[config.mk]
export PLATFORM = sky130hd
export DESIGN_NAME = lns_preproc_pipe
export DESIGN_NICKNAME = d
export VERILOG_FILES = /design/src/rtl/lns_pkg.sv /design/src/rtl/lns_abs_sat.sv /design/src/rtl/lns_preproc_pipe.sv
export SDC_FILE = /design/constraint.sdc
export NUM_CORES = 1
export LEC_CHECK = 0
export ABC_CLOCK_PERIOD_IN_PS = 6600
export CAP_MARGIN = 20
export CORE_MARGIN = 2
export CORE_UTILIZATION = 38
export DETAILED_ROUTE_END_ITERATION = 12
export GPL_ROUTABILITY_DRIVEN = 0
export PLACE_DENSITY_LB_ADDON = 0.2
export SYNTH_ARGS = -nofsm -noshare
export SYNTH_HDL_FRONTEND = slang
export SYNTH_SLANG_ARGS = --single-unit
[constraint.sdc]
create_clock -name clk -period 6.6 [get_ports clk]
set_clock_uncertainty 0.1 [all_clocks]
set_input_delay 1.32 -clock clk [delete_from_list [all_inputs] [get_ports clk]]
set_output_delay 1.32 -clock clk [all_outputs]
set_load 0.1 [all_outputs]
[src/rtl/lns_pkg.sv]
// Shared types and limits for the LNS preprocessing and sb/db lookup datapath.
package lns_pkg;

    localparam int LNS_WIDTH = 11;

    typedef logic signed [LNS_WIDTH-1:0] lns_t;

    typedef struct packed {
        lns_t w;
        lns_t z;
        logic sat;
        logic eq;
    } lns_pre_s;

    localparam lns_t LNS_MAX = lns_t'(2**(LNS_WIDTH-1) - 1);
    localparam lns_t LNS_MIN = lns_t'(-(2**(LNS_WIDTH-1)));

endpackage

[src/rtl/lns_abs_sat.sv]
// Combinational |d| or -|d| of a WIDTH+1 bit difference, clipped into WIDTH bits.
module lns_abs_sat #(
    parameter int WIDTH = 11
) (
    input  logic signed [WIDTH:0]   d,
    input  logic                    neg,
    output logic signed [WIDTH-1:0] z,
    output logic                    sat
);

    // The negative range reaches one step further than the positive one.
    localparam logic [WIDTH:0] POS_LIM = (WIDTH+1)'(2**(WIDTH-1) - 1);
    localparam logic [WIDTH:0] NEG_LIM = (WIDTH+1)'(2**(WIDTH-1));

    logic [WIDTH:0] mag;
    logic [WIDTH:0] lim;
    logic [WIDTH:0] clip;
    logic [WIDTH:0] neg_clip;

    always_comb begin
        mag      = d[WIDTH] ? $unsigned(-d) : $unsigned(d);
        lim      = neg ? NEG_LIM : POS_LIM;
        sat      = (mag > lim);
        clip     = sat ? lim : mag;
        neg_clip = -clip;
        z        = neg ? $signed(neg_clip[WIDTH-1:0]) : $signed(clip[WIDTH-1:0]);
    end

endmodule

[src/rtl/lns_preproc_pipe.sv]
// Two-stage LNS fmadd preprocessor: picks the base operand w and the saturated
// signed magnitude difference z for the sb/db lookup, with valid/ready flow control.
module lns_preproc_pipe
    import lns_pkg::*;
#(
    parameter int WIDTH = LNS_WIDTH,
    parameter int TAG_W = 4
) (
    input  logic                    clk,
    input  logic                    n_rst,
    input  logic                    in_valid,
    output logic                    in_ready,
    input  logic signed [WIDTH-1:0] x,
    input  logic signed [WIDTH-1:0] y,
    input  logic                    z_s,
    input  logic [TAG_W-1:0]        in_tag,
    output logic                    out_valid,
    input  logic                    out_ready,
    output logic signed [WIDTH-1:0] w,
    output logic signed [WIDTH-1:0] z,
    output logic                    sat,
    output logic                    eq,
    output logic [TAG_W-1:0]        out_tag
);

    logic                    s1_valid_reg;
    logic signed [WIDTH:0]   s1_d_reg;
    logic signed [WIDTH-1:0] s1_sel_reg;
    logic                    s1_eq_reg;
    logic                    s1_zs_reg;
    logic [TAG_W-1:0]        s1_tag_reg;

    logic                    s2_valid_reg;
    logic signed [WIDTH-1:0] w_reg;
    logic signed [WIDTH-1:0] z_reg;
    logic                    sat_reg;
    logic                    eq_reg;
    logic [TAG_W-1:0]        tag_reg;

    logic                    s1_adv;
    logic                    s2_adv;
    logic signed [WIDTH:0]   d_c;
    logic                    gt_c;
    logic signed [WIDTH-1:0] sel_c;
    logic signed [WIDTH-1:0] abs_z;
    logic                    abs_sat;

    // Ready ripples back combinationally from out_ready; no skid buffer.
    assign s2_adv   = !s2_valid_reg || out_ready;
    assign s1_adv   = !s1_valid_reg || s2_adv;
    assign in_ready = s1_adv;

    // Sign-extend before subtracting so extreme operands cannot wrap.
    always_comb begin
        d_c   = {x[WIDTH-1], x} - {y[WIDTH-1], y};
        gt_c  = (x > y);
        sel_c = z_s ? (gt_c ? y : x) : (gt_c ? x : y);
    end

    lns_abs_sat #(.WIDTH(WIDTH)) u_abs_sat (
        .d   (s1_d_reg),
        .neg (!s1_zs_reg),
        .z   (abs_z),
        .sat (abs_sat)
    );

    always_ff @(posedge clk or negedge n_rst) begin
        if (!n_rst) begin
            s1_valid_reg <= 1'b0;
            s1_d_reg     <= '0;
            s1_sel_reg   <= '0;
            s1_eq_reg    <= 1'b0;
            s1_zs_reg    <= 1'b0;
            s1_tag_reg   <= '0;
            s2_valid_reg <= 1'b0;
            w_reg        <= '0;
            z_reg        <= '0;
            sat_reg      <= 1'b0;
            eq_reg       <= 1'b0;
            tag_reg      <= '0;
        end else begin
            if (s1_adv) begin
                s1_valid_reg <= in_valid;
            end
            if (s1_adv && in_valid) begin
                s1_d_reg   <= d_c;
                s1_sel_reg <= sel_c;
                s1_eq_reg  <= (d_c == '0);
                s1_zs_reg  <= z_s;
                s1_tag_reg <= in_tag;
            end
            if (s2_adv) begin
                s2_valid_reg <= s1_valid_reg;
            end
            // Payload holds after the last beat leaves, so outputs never glitch on bubbles.
            if (s2_adv && s1_valid_reg) begin
                w_reg   <= s1_sel_reg;
                z_reg   <= abs_z;
                sat_reg <= abs_sat;
                eq_reg  <= s1_eq_reg;
                tag_reg <= s1_tag_reg;
            end
        end
    end

    assign out_valid = s2_valid_reg;
    assign w         = w_reg;
    assign z         = z_reg;
    assign sat       = sat_reg;
    assign eq        = eq_reg;
    assign out_tag   = tag_reg;

endmodule

; ---- Word level (Yosys, flattened, before mapping)
; Index checks and enable logic that the tools add are counted.
[op_classes]
n_bitwise = 0
reduce_logical = 7
n_eq_ne = 0
order_cmp = 2
n_mux = 7
multipliers = 0
n_shift = 0
div = 0
add_sub_neg = 3
[ops]
columns = cell, n
row1 = 11-bit two-way mux, 6
row2 = 12-bit by 11-bit > comparator with 1-bit output, 1
row3 = 12-bit zero test, 1
row4 = 12-bit two-way mux, 1
row5 = 12-bit negation, 1
row6 = 11-bit by 11-bit subtractor with 12-bit output, 1
row7 = 11-bit > comparator, 1
row8 = 11-bit negation, 1
row9 = 1-bit logical AND, 2
row10 = 1-bit zero test, 2
row11 = 1-bit logical OR, 2
[totals]
elab_cells = 31
register_bits = 59
input_bits = 31
out_inout_bits = 30
latchBits = 0
memories = 0
mem_bits_rw = 0
mem_bits_ro = 0

; ---- Logic depth before layout (Yosys ltp)
; Gate-level depths: netlist of the first run.
[depth]
depth_word = 6
ltp_mapped = 21
depth_no_buf = 19

; ---- By module
; Synthesis of the first run repeated with hierarchy kept, for this count alone.
[unflattened]
hier_cells = 436
area_unflattened_um2 = 4078.9
[by_module_without_submodules]
columns = module, cells_per_inst, seq_area_each_um2, instances, area_per_inst_um2
row1 = lns_preproc_pipe, 290, 1476.4, 1, 3067.9
row2 = lns_abs_sat, 146, 0.0, 1, 1011.0

; ---- Least setup slack after synthesis of the first run
; Ideal clock, no wire load.
[synth_timing]
path_kind = reg2reg
start = register s1_d_reg[1]
end = register z_reg[10], in the netlist z[10]
arrival_ns = 4.140
path_slack_ns = 2.226
required_ns = 6.367
stages_incl_launch_ff = 21
cell_sequence = dfrtp_1 -> clkbuf_1 -> inv_1 -> ha_1 -> nand2b_1 -> or2_2 -> o31ai_1 -> xor2_1 -> inv_1 -> ha_1 -> nand3_1 -> a211oi_1 -> o31ai_2 -> and2_4 -> buf_2 -> o21ai_0 -> ha_1 -> and3_1 -> a31o_2 -> a32oi_1 -> o21ai_1
[synth_between]
elab_chain_cells = 6
[synth_rtl]
columns = element, line
row1 = from (decl), lns_preproc_pipe.sv:27  ; logic signed [WIDTH:0] s1_d_reg;
row2 = from (signal assigned), lns_preproc_pipe.sv:70  ; s1_d_reg <= '0;
row3 = from (signal assigned), lns_preproc_pipe.sv:86  ; s1_d_reg <= d_c;
row4 = 12-bit negation, lns_abs_sat.sv:21  ; mag = d[WIDTH] ? $unsigned(-d) : $unsigned(d);
row5 = 12-bit two-way mux (*), lns_abs_sat.sv:21
row6 = 12-bit by 11-bit > comparator with 1-bit output, lns_abs_sat.sv:23  ; sat = (mag > lim);
row7 = 11-bit two-way mux (*), lns_abs_sat.sv:24  ; clip = sat ? lim : mag;
row8 = 11-bit negation, lns_abs_sat.sv:25  ; neg_clip = -clip;
row9 = 11-bit two-way mux (*), lns_abs_sat.sv:26  ; z = neg ? $signed(neg_clip[WIDTH-1:0]) : $signed(clip[WIDTH-1:0]);
row10 = to (signal assigned), lns_preproc_pipe.sv:98  ; z_reg <= abs_z;
row11 = to (decl), lns_preproc_pipe.sv:35  ; logic signed [WIDTH-1:0] z_reg;
; Every way passes the cells marked *; elsewhere a longest branch is shown, timed or not.
; A chain may end at the register's enable or synchronous reset.

; ---- Worst setup path after layout of the first run
[layout_timing]
start = register s1_d_reg[0]
end = register z_reg[10], in the netlist z[10]
; Same word-level chain as after synthesis.

==> results_dict.tcl, run 1 <==
set metrics [dict create \
    status "finished clean" \
    drt_wl_total_mm 9.16 \
    antenna_left 0 \
    tns_ns 0 \
    hold_path_depth 2 \
    die_area_sq_um 11300 \
    p_clk_frac 0.171 \
    grt_usage 0.168 \
    clockBufferDepth 2 \
    post_cts_buffers 0 \
    swShare 0.504 \
    largest_reg_flops 12 \
    synth_edf_count 0 \
    holdWs_ns 0.358 \
    slew_headroom 0.347 \
    setup-violations-final 0 \
    syn_area_per_cell_sq_um 8.59 \
    coreArea_sq_um 10300 \
    rsz0062_at_grt "false" \
    peakVddDrop_mv 0.355 \
    cp-end-kind "flip-flop" \
    dp_cells 638 \
    async_flop_share 1.00 \
    ys_ff_latch 59 \
    via_per_inst 5.23 \
    cts.sinks 59 \
    drive_above_1_share 0.0814 \
    cts_tree "built" \
    antenna_found_initial 0 \
    finalHoldViolCount 0 \
    yosysMostFrequentCell "nand2_1" \
    drt-pass1-iter-count 4 \
    synthTopCellsByArea "dfrtp_1, nand2_1, ha_1" \
    seq_power_share 0.270 \
    route.detailed.drc 0 \
    fmax_mhz 208 \
    std_cell_rows 37 \
    hold_class "reg2reg" \
    grt_max_degree 60 \
    yosys.area.top_type "dfrtp_1" \
    clk_pin_slew_ns 0.06 \
    worstSetupPathType "reg2reg" \
    antenna_cells 0 \
    syn2layout_area_growth_pct 22.1 \
    root_buffer "clkbuf_8" \
    p_sw_mw 0.999 \
    finalCriticalPeriod_ns 4.80 \
    die_w_microns 106 \
    io_pins 61 \
    p_per_area_nw_per_um2 407 \
    p_int_mw 0.982 \
    overflow 0 \
    drv_slew 0 \
    grt_pass1_vias 3139 \
    multiInputGateArea_sq_um 2280 \
    fillCellCount 1015 \
    initial_utilization 0.388 \
    netlist.area_leader.share 0.370 \
    ys_warn_count 0 \
    p_leak_nw 2.22 \
    synthDistinctLibCells 66 \
    instances_no_fill 652 \
    num_vias 3408 \
    cts_hold_repair.buffers 0 \
    clkLatencyLatePin_ns 0.33 \
    drv_cap 0 \
    cts_max_level 3 \
    startpoint_type "flip-flop" \
    fin_crit_sh 0.728 \
    synthTopCellsByCount "nand2_1, dfrtp_1, o21ai_0" \
    cp_max_fo 14 \
    tightest_slew_ns 0.977 \
    die-height_microns 106 \
    syn_nets 521 \
    ctsResizeCount 0 \
    syn_area_sq_um 3990 \
    comb_power_share 0.559 \
    yosysSeqAreaShare 0.370 \
    cts_buffers 9 \
    hpwl_mm 6.94 \
    grt_pass1_wl_mm 15.3 \
    portBuffers 60 \
    arrival_ns 4.91 \
    wire_per_inst_microns 14.0 \
    synthCells 464 \
    rr_worst_depth 15 \
    regArea_sq_um 1480 \
    cp.required_ns 6.70 \
    ys.flop_type "dfrtp_1" \
    drtIter0Drc 145 \
    final_nets 570 \
]
cells by family (layout without fill, tap and decap cells):
kind of cell    after synthesis  count (layout)  synth area share
compound gates              105             105             0.175
buf+inv                      56             108            0.0584
mux                          22              22            0.0574
simple gates                176             176             0.211
flops                        59              59             0.370
fa+ha+maj                    26              26            0.0835
xor+xnor                     20              20            0.0439
layout make-up:
cell class,instances,share of cell area
Tap cell,136,0.0350
Clock buffer,12,0.0339
Inverter,29,0.0224
Clock inverter,2,0.00720
Sequential cell,59,0.303
Multi-Input combinational cell,349,0.468
Timing Repair Buffer,65,0.130
critical path, cell delays in order (launching register included):
cell      delay [ns]
dfrtp_1         0.49
or3_4           0.44
o31ai_1         0.25
xor2_1          0.54
inv_1           0.14
ha_1            0.32
a211oi_1        0.25
nor3_1          0.10
o31ai_2         0.58
and2_4          0.37
o21ai_0         0.10
ha_1            0.28
and3_1          0.19
a31o_2          0.26
a32oi_1         0.19
o21ai_1         0.09
power groups by stage:
| stage | clock network, mW | registers [mW] | logic [mW] |
|---|---|---|---|
| floorplan | 0 | 0.926 | 0.461 |
| global placement | 0 | 0.538 | 1.09 |
| detailed placement | 0 | 0.542 | 1.11 |
| CTS | 0.349 | 0.536 | 1.11 |
| global route | 0.367 | 0.549 | 1.19 |
| finish | 0.339 | 0.535 | 1.11 |
path summary, 6_finish.rpt:
kind                                           start                         to  slack [ns]
max in group asynchronous                      n_rst  s1_sel_reg[3]$_DFFE_PN0P_        4.85
min reg2reg                s1_tag_reg[3]$_DFFE_PN0P_     out_tag[3]$_DFFE_PN0P_        0.36
min in group asynchronous                      n_rst           z[3]$_DFFE_PN0P_        1.02
max                          s1_d_reg[0]$_DFFE_PN0P_          z[10]$_DFFE_PN0P_        1.80
max reg2reg                  s1_d_reg[0]$_DFFE_PN0P_          z[10]$_DFFE_PN0P_        1.80
min                        s1_tag_reg[3]$_DFFE_PN0P_     out_tag[3]$_DFFE_PN0P_        0.36
metal layers:
layer  vias up  GRT usage  wire [microns]
met5         -          0               0
met4         0     0.0492              95
met3         9     0.0399             417
met2        80      0.255            4090
met1      1583      0.238            4560
li1       1736          -               -
metrics by stage:
stage	power, mW	util	cell area [sq um]	setup WS (ns)
4_1_cts	1.99	0.473	4870	1.85
3_5_place_dp	1.65	0.454	4670	1.82
5_1_grt	2.10	0.473	4870	1.40
3_3_place_gp	1.63	0.454	4670	1.86
2_1_floorplan	1.39	-	3990	2.23
6_report	1.98	0.473	4870	1.80
layout by cell type (no fill, tap or decap), types with 2 or more instances in the layout:
cell type	instances
o21bai_1	2
nand2_1	90
or3_1	3
nor4_1	4
nand2b_1	6
nand3b_1	3
a31o_2	2
a31oi_1	6
a21oi_1	14
a211oi_1	6
nor2b_1	4
inv_1	29
o31ai_1	4
ha_1	25
nand3_1	11
nor2_1	16
dfrtp_1	59
and3_1	7
nand4_1	8
a21o_1	2
o211ai_1	4
a41o_1	3
nor3_1	5
a311oi_1	2
mux2_2	7
xnor2_1	8
clkbuf_8	12
o21ai_0	38
buf_4	5
clkdlybuf4s50_1	59
xor2_1	12
mux2i_1	15
or2_2	5
o21ai_1	3
and2_1	4
nor3b_1	2
o41ai_2	2
Power figures use the tool's default switching activity.
==> run 2: changes to the inputs <==
- ABC_CLOCK_PERIOD_IN_PS: 6600 -> 4000
- clock period: 6.6 -> 4 ns (I/O delays scaled with it)
==> results_dict.tcl, run 2 (same netlist as run 1, synthesis figures left out) <==
set metrics [dict create \
    die-height_microns 106 \
    clockBufferDepth 2 \
    std_cell_rows 37 \
    root_buffer "clkbuf_8" \
    rr_endpoint "z[10]$_DFFE_PN0P_" \
    antenna_left 0 \
    drt_wl_total_mm 9.94 \
    finalHoldViolCount 0 \
    fillCellCount 996 \
    portBuffers 60 \
    grtUsageMet3 0.0356 \
    clk_pin_slew_ns 0.07 \
    use_met1 0.241 \
    die_w_microns 106 \
    finalCriticalPeriod_ns 3.90 \
    r2r_setup_slack_ns 0.10 \
    grt_most_used_layer "met2" \
    crit_top_cell "a21oi_2" \
    drt-pass1-iter-count 4 \
    grt_usage 0.178 \
    route.detailed.drc 0 \
    slew_headroom 0.347 \
    tightest_slew_ns 0.976 \
    setup-violations-final 0 \
    grt_pass1_vias 3407 \
    cts_max_level 3 \
    drive_above_1_share 0.196 \
    initial_utilization 0.388 \
    grt_max_degree 52 \
    final_util 0.518 \
    crit_chain "or3_4 -> or2_4 -> o21ai_2 -> xor2_1 -> inv_1 -> ha_4 -> nand4_1 -> buf_4 -> a211oi_4 -> o31ai_4 -> buf_6 -> a21oi_2 -> a21oi_2 -> ha_2 -> and3_4 -> a31o_4 -> a32oi_1 -> o21ai_1" \
    num_vias 3591 \
    cts_buffers 9 \
    peakVddDrop_mv 0.492 \
    multiInputGateArea_sq_um 2480 \
    arrival_ns 4.00 \
    grt.met2_usage 0.286 \
    startpoint_type "flip-flop" \
    rsz0062_at_grt "true" \
    via_per_inst 5.23 \
    cp.required_ns 4.10 \
    wire_per_inst_microns 14.5 \
    detailedPlace.worstSlack_ns -0.0240 \
    coreArea_sq_um 10300 \
    worstSetupPathType "reg2reg" \
    cts.sinks 59 \
    regArea_sq_um 1480 \
    fmax_mhz 256 \
    rr_worst_depth 18 \
    hold_class "in2async" \
    cpPeakStageDelay_ns 0.44 \
    io_pins 61 \
    fin_total_pwr_mw 3.63 \
    p_per_area_nw_per_um2 682 \
    cp-end-kind "flip-flop" \
    r2r_start "s1_d_reg[0]$_DFFE_PN0P_" \
    drtIter0Drc 161 \
    final_nets 603 \
    layout.cells.most_common "nand2_1" \
    dp_cells 659 \
    drv_cap 0 \
    final_cell_mix "nand2_1, dfrtp_1, clkdlybuf4s50_1, buf_4, o21ai_0" \
    hpwl_mm 7.38 \
    cp_max_fo 7 \
    grt_pass1_wl_mm 16.2 \
    syn2layout_area_growth_pct 33.5 \
    cts_tree "built" \
    clkLatencyLatePin_ns 0.34 \
    overflow 0 \
    status "finished clean" \
    largest_reg_flops 12 \
    antenna_cells 0 \
    setup_slack_ns 0.101 \
    die_area_sq_um 11300 \
    fin_crit_sh 0.975 \
    cts_hold_repair.buffers 0 \
    tns_ns 0 \
    p_leak_nw 2.41 \
    drv_slew 0 \
    slowest_stage "dfrtp_2" \
    instances_no_fill 687 \
    antenna_found_initial 0 \
]
[run 2: cell types whose count changed in the layout (fill, tap and decap cells not counted), sizes merged]
cell	delta
clkinv	+1
clkbuf	-2
clkdlybuf4s50	-1
clkinvlp	+2
buf	+34
inv	+1
[run 2: area by class of cell]
type | instances | area share
multi-input cells | 349 | 0.466
clock buffers | 10 | 0.0259
flip-flops and latches | 59 | 0.278
repair buffers | 98 | 0.166
well taps | 136 | 0.0320
inverters | 29 | 0.0205
clock inverters | 6 | 0.0120
[run 2: per-stage QoR]
| step | hold WS, ns | area, sq um |
|---|---|---|
| final | 0.214 | 5320 |
| after global routing | 0.223 | 5320 |
| after CTS | 0.214 | 5160 |
| after detailed placement | 0.348 | 4920 |
| after global placement | 0.339 | 4920 |
| after floorplan | 0.330 | 4110 |
[run 2: what timing repair did]
item                       4_1_cts  5_1_grt
pin swaps                        1       20
setup buffers                    4        8
gates resized for setup          2       20
setup endpoints to repair        2        6
[run 2: critical path: cells and delay by family (launching register included)]
| family | cells | cell delay [ns] |
|---|---|---|
| AOI/OAI and AO/OA | 8 | 1.14 |
| and+or+nand+nor | 4 | 0.93 |
| adders and majority gates | 2 | 0.50 |
| DFF | 1 | 0.44 |
| buffers and inverters | 3 | 0.42 |
| xor gates and xnor gates | 1 | 0.21 |
[run 2: worst max-delay path by stage]
| stage | end | slack (ns) | from | cells past startpoint |
|---|---|---|---|---|
| after floorplan | z[10]$_DFFE_PN0P_ | 0.001 | s1_d_reg[4]$_DFFE_PN0P_ | 18 |
| after global placement | z[10]$_DFFE_PN0P_ | 0.08 | s1_d_reg[0]$_DFFE_PN0P_ | 16 |
| after detailed placement | z[10]$_DFFE_PN0P_ | -0.02 | s1_d_reg[0]$_DFFE_PN0P_ | 16 |
| after CTS | z[8]$_DFFE_PN0P_ | 0.04 | s1_d_reg[0]$_DFFE_PN0P_ | 17 |
| after global routing | z[10]$_DFFE_PN0P_ | -0.13 | s1_d_reg[0]$_DFFE_PN0P_ | 18 |
| final | z[10]$_DFFE_PN0P_ | 0.10 | s1_d_reg[0]$_DFFE_PN0P_ | 18 |
[run 2: metal layers]
metal	vias to the layer above	routed length, microns
met4	0	136
met3	11	362
li1	1799	-
met2	75	4770
met5	-	0
met1	1706	4680
[run 2: where the power goes]
group          total [mW]  internal (mW)  switching, mW
registers           0.849          0.748          0.101
logic                2.22          0.770           1.45
clock network       0.565          0.304          0.261
==> run 3: changes to the inputs <==
- CORE_UTILIZATION: 38 -> 47
==> results_dict.tcl, run 3 (same netlist as run 1, synthesis figures left out) <==
set metrics [dict create \
    status "finished clean" \
    final_cell_area_sq_um 5200 \
    arrival_ns 3.98 \
    clockBufferDepth 2 \
    io_pins 61 \
    holdWs_ns 0.363 \
    drive_above_1_share 0.174 \
    syn2layout_area_growth_pct 30.4 \
    setup-violations-final 0 \
    p_per_area_nw_per_um2 691 \
    cts_tree "built" \
    via_per_inst 5.47 \
    wire_per_inst_microns 14.7 \
    peakVddDrop_mv 0.339 \
    final_cell_mix "nand2_1, dfrtp_1, clkdlybuf4s50_1, o21ai_0, buf_4" \
    fin_total_pwr_mw 3.59 \
    antenna_left 0 \
    cp_max_fo 6 \
    fmax_mhz 258 \
    cp.required_ns 4.10 \
    final_nets 593 \
    p_sw_mw 1.78 \
    seq_power_share 0.237 \
    cts_max_level 3 \
    drv_cap 0 \
    cts.sinks 59 \
    comb_power_share 0.589 \
    drt-pass1-iter-count 4 \
    overflow 0 \
    clkLatencyLatePin_ns 0.34 \
    hpwl_mm 7.28 \
    tightest_slew_ns 0.981 \
    dp_cells 623 \
    drt_wl_total_mm 9.52 \
    std_cell_rows 33 \
    antenna_found_initial 0 \
    p_clk_frac 0.173 \
    grt_pass1_wl_mm 15.5 \
    swShare 0.496 \
    instances_no_fill 646 \
    hold_class "reg2reg" \
    detailedPlace.worstSlack_ns -0.0312 \
    p_leak_nw 2.36 \
    largest_reg_flops 12 \
    root_buffer "clkbuf_8" \
    num_vias 3533 \
    placed_cell_area_sq_um 4840 \
    setup_slack_ns 0.118 \
    portBuffers 60 \
    finalHoldViolCount 0 \
    grt_usage 0.217 \
    grt_max_degree 52 \
    startpoint_type "flip-flop" \
    initial_utilization 0.485 \
    cts_buffers 9 \
    grt_pass1_vias 3350 \
    fillCellCount 707 \
    coreArea_sq_um 8220 \
    cp_top_family "simple AND/OR/NAND/NOR gates" \
    path_buf_inv 2 \
    fin_crit_sh 0.971 \
    clk_pin_slew_ns 0.07 \
    crit_chain "inv_2 -> ha_4 -> nand2b_1 -> or2_4 -> o31ai_4 -> xor2_2 -> inv_1 -> ha_4 -> nand3_4 -> or3_4 -> o31ai_4 -> and2_4 -> o21ai_0 -> ha_2 -> and3_4 -> a31o_2 -> a32oi_1 -> o21ai_1" \
    slowest_stage "dfrtp_1" \
    cpPeakStageDelay_ns 0.43 \
    finalCriticalPeriod_ns 3.88 \
    die_area_sq_um 9230 \
    drv_slew 0 \
    cp-end-kind "flip-flop" \
    cts_hold_repair.buffers 0 \
    worstSetupPathType "reg2reg" \
    die_w_microns 96.1 \
    drtIter0Drc 120 \
    slew_headroom 0.344 \
    antenna_cells 0 \
    die-height_microns 96.1 \
    layout.cells.most_common "nand2_1" \
    p_int_mw 1.81 \
    route.detailed.drc 0 \
]
run 3: cell count changes in the layout (fill, tap and decap cells not counted), moves of 2 or more:
cell        previous run  this run
buf_4                 38        29
clkinv_4               0         2
clkinvlp_4             2         0
o21ai_2                3         1
run 3: per-stage QoR:
stage,util,setup TNS (ns)
2_1_floorplan,-,0
3_3_place_gp,0.589,0
3_5_place_dp,0.589,-0.0312
4_1_cts,0.618,0
5_1_grt,0.632,-0.0336
6_report,0.632,0
run 3: power groups by stage:
stage / sequential (mW) / combinational [mW] / clock (mW)
after floorplan: 1.53 / 0.838 / 0
after global placement: 0.855 / 1.98 / 0
after detailed placement: 0.863 / 2.01 / 0
after CTS: 0.851 / 2.02 / 0.631
after global routing: 0.871 / 2.26 / 0.668
final: 0.852 / 2.11 / 0.622
run 3: final timing paths:
kind	cells after the start	from	slack (ns)	end
max in group asynchronous	2	n_rst	2.52	s1_sel_reg[6]$_DFFE_PN0P_
worst max register to register	18	s1_d_reg[1]$_DFFE_PN0P_	0.12	z[10]$_DFFE_PN0P_
worst max-delay path	18	s1_d_reg[1]$_DFFE_PN0P_	0.12	z[10]$_DFFE_PN0P_
min in group asynchronous	1	n_rst	0.48	z[6]$_DFFE_PN0P_
worst min-delay path	2	s1_tag_reg[1]$_DFFE_PN0P_	0.36	out_tag[1]$_DFFE_PN0P_
worst min register to register	2	s1_tag_reg[1]$_DFFE_PN0P_	0.36	out_tag[1]$_DFFE_PN0P_
run 3: repair_timing:
item,in CTS,in global routing
pin swaps,2,14
setup buffers,1,6
endpoints found under the setup margin,2,6
resized for setup,2,12
gates cloned,0,0
run 3: worst min-delay path, stage by stage (launching register included):
cell and delay (ns):
dfrtp_1 0.34, nand2_1 0.05, nand2_1 0.04
run 3: per-layer routing:
| metal | part of all wire | GRT usage |
|---|---|---|
| met5 | 0 | 0 |
| met4 | 0.012 | 0.0798 |
| met3 | 0.041 | 0.0345 |
| met2 | 0.47 | 0.350 |
| met1 | 0.47 | 0.293 |
run 3: final cells by class:
type                       count  area, sq um  share of cell area
clock buffer                   9          124              0.0238
clock inverter                 7          100              0.0193
inverter                      29          109              0.0209
multi-input combinational    349         2450               0.472
sequential                    59         1480               0.284
tap                          105          131              0.0253
timing repair buffer          88          803               0.155
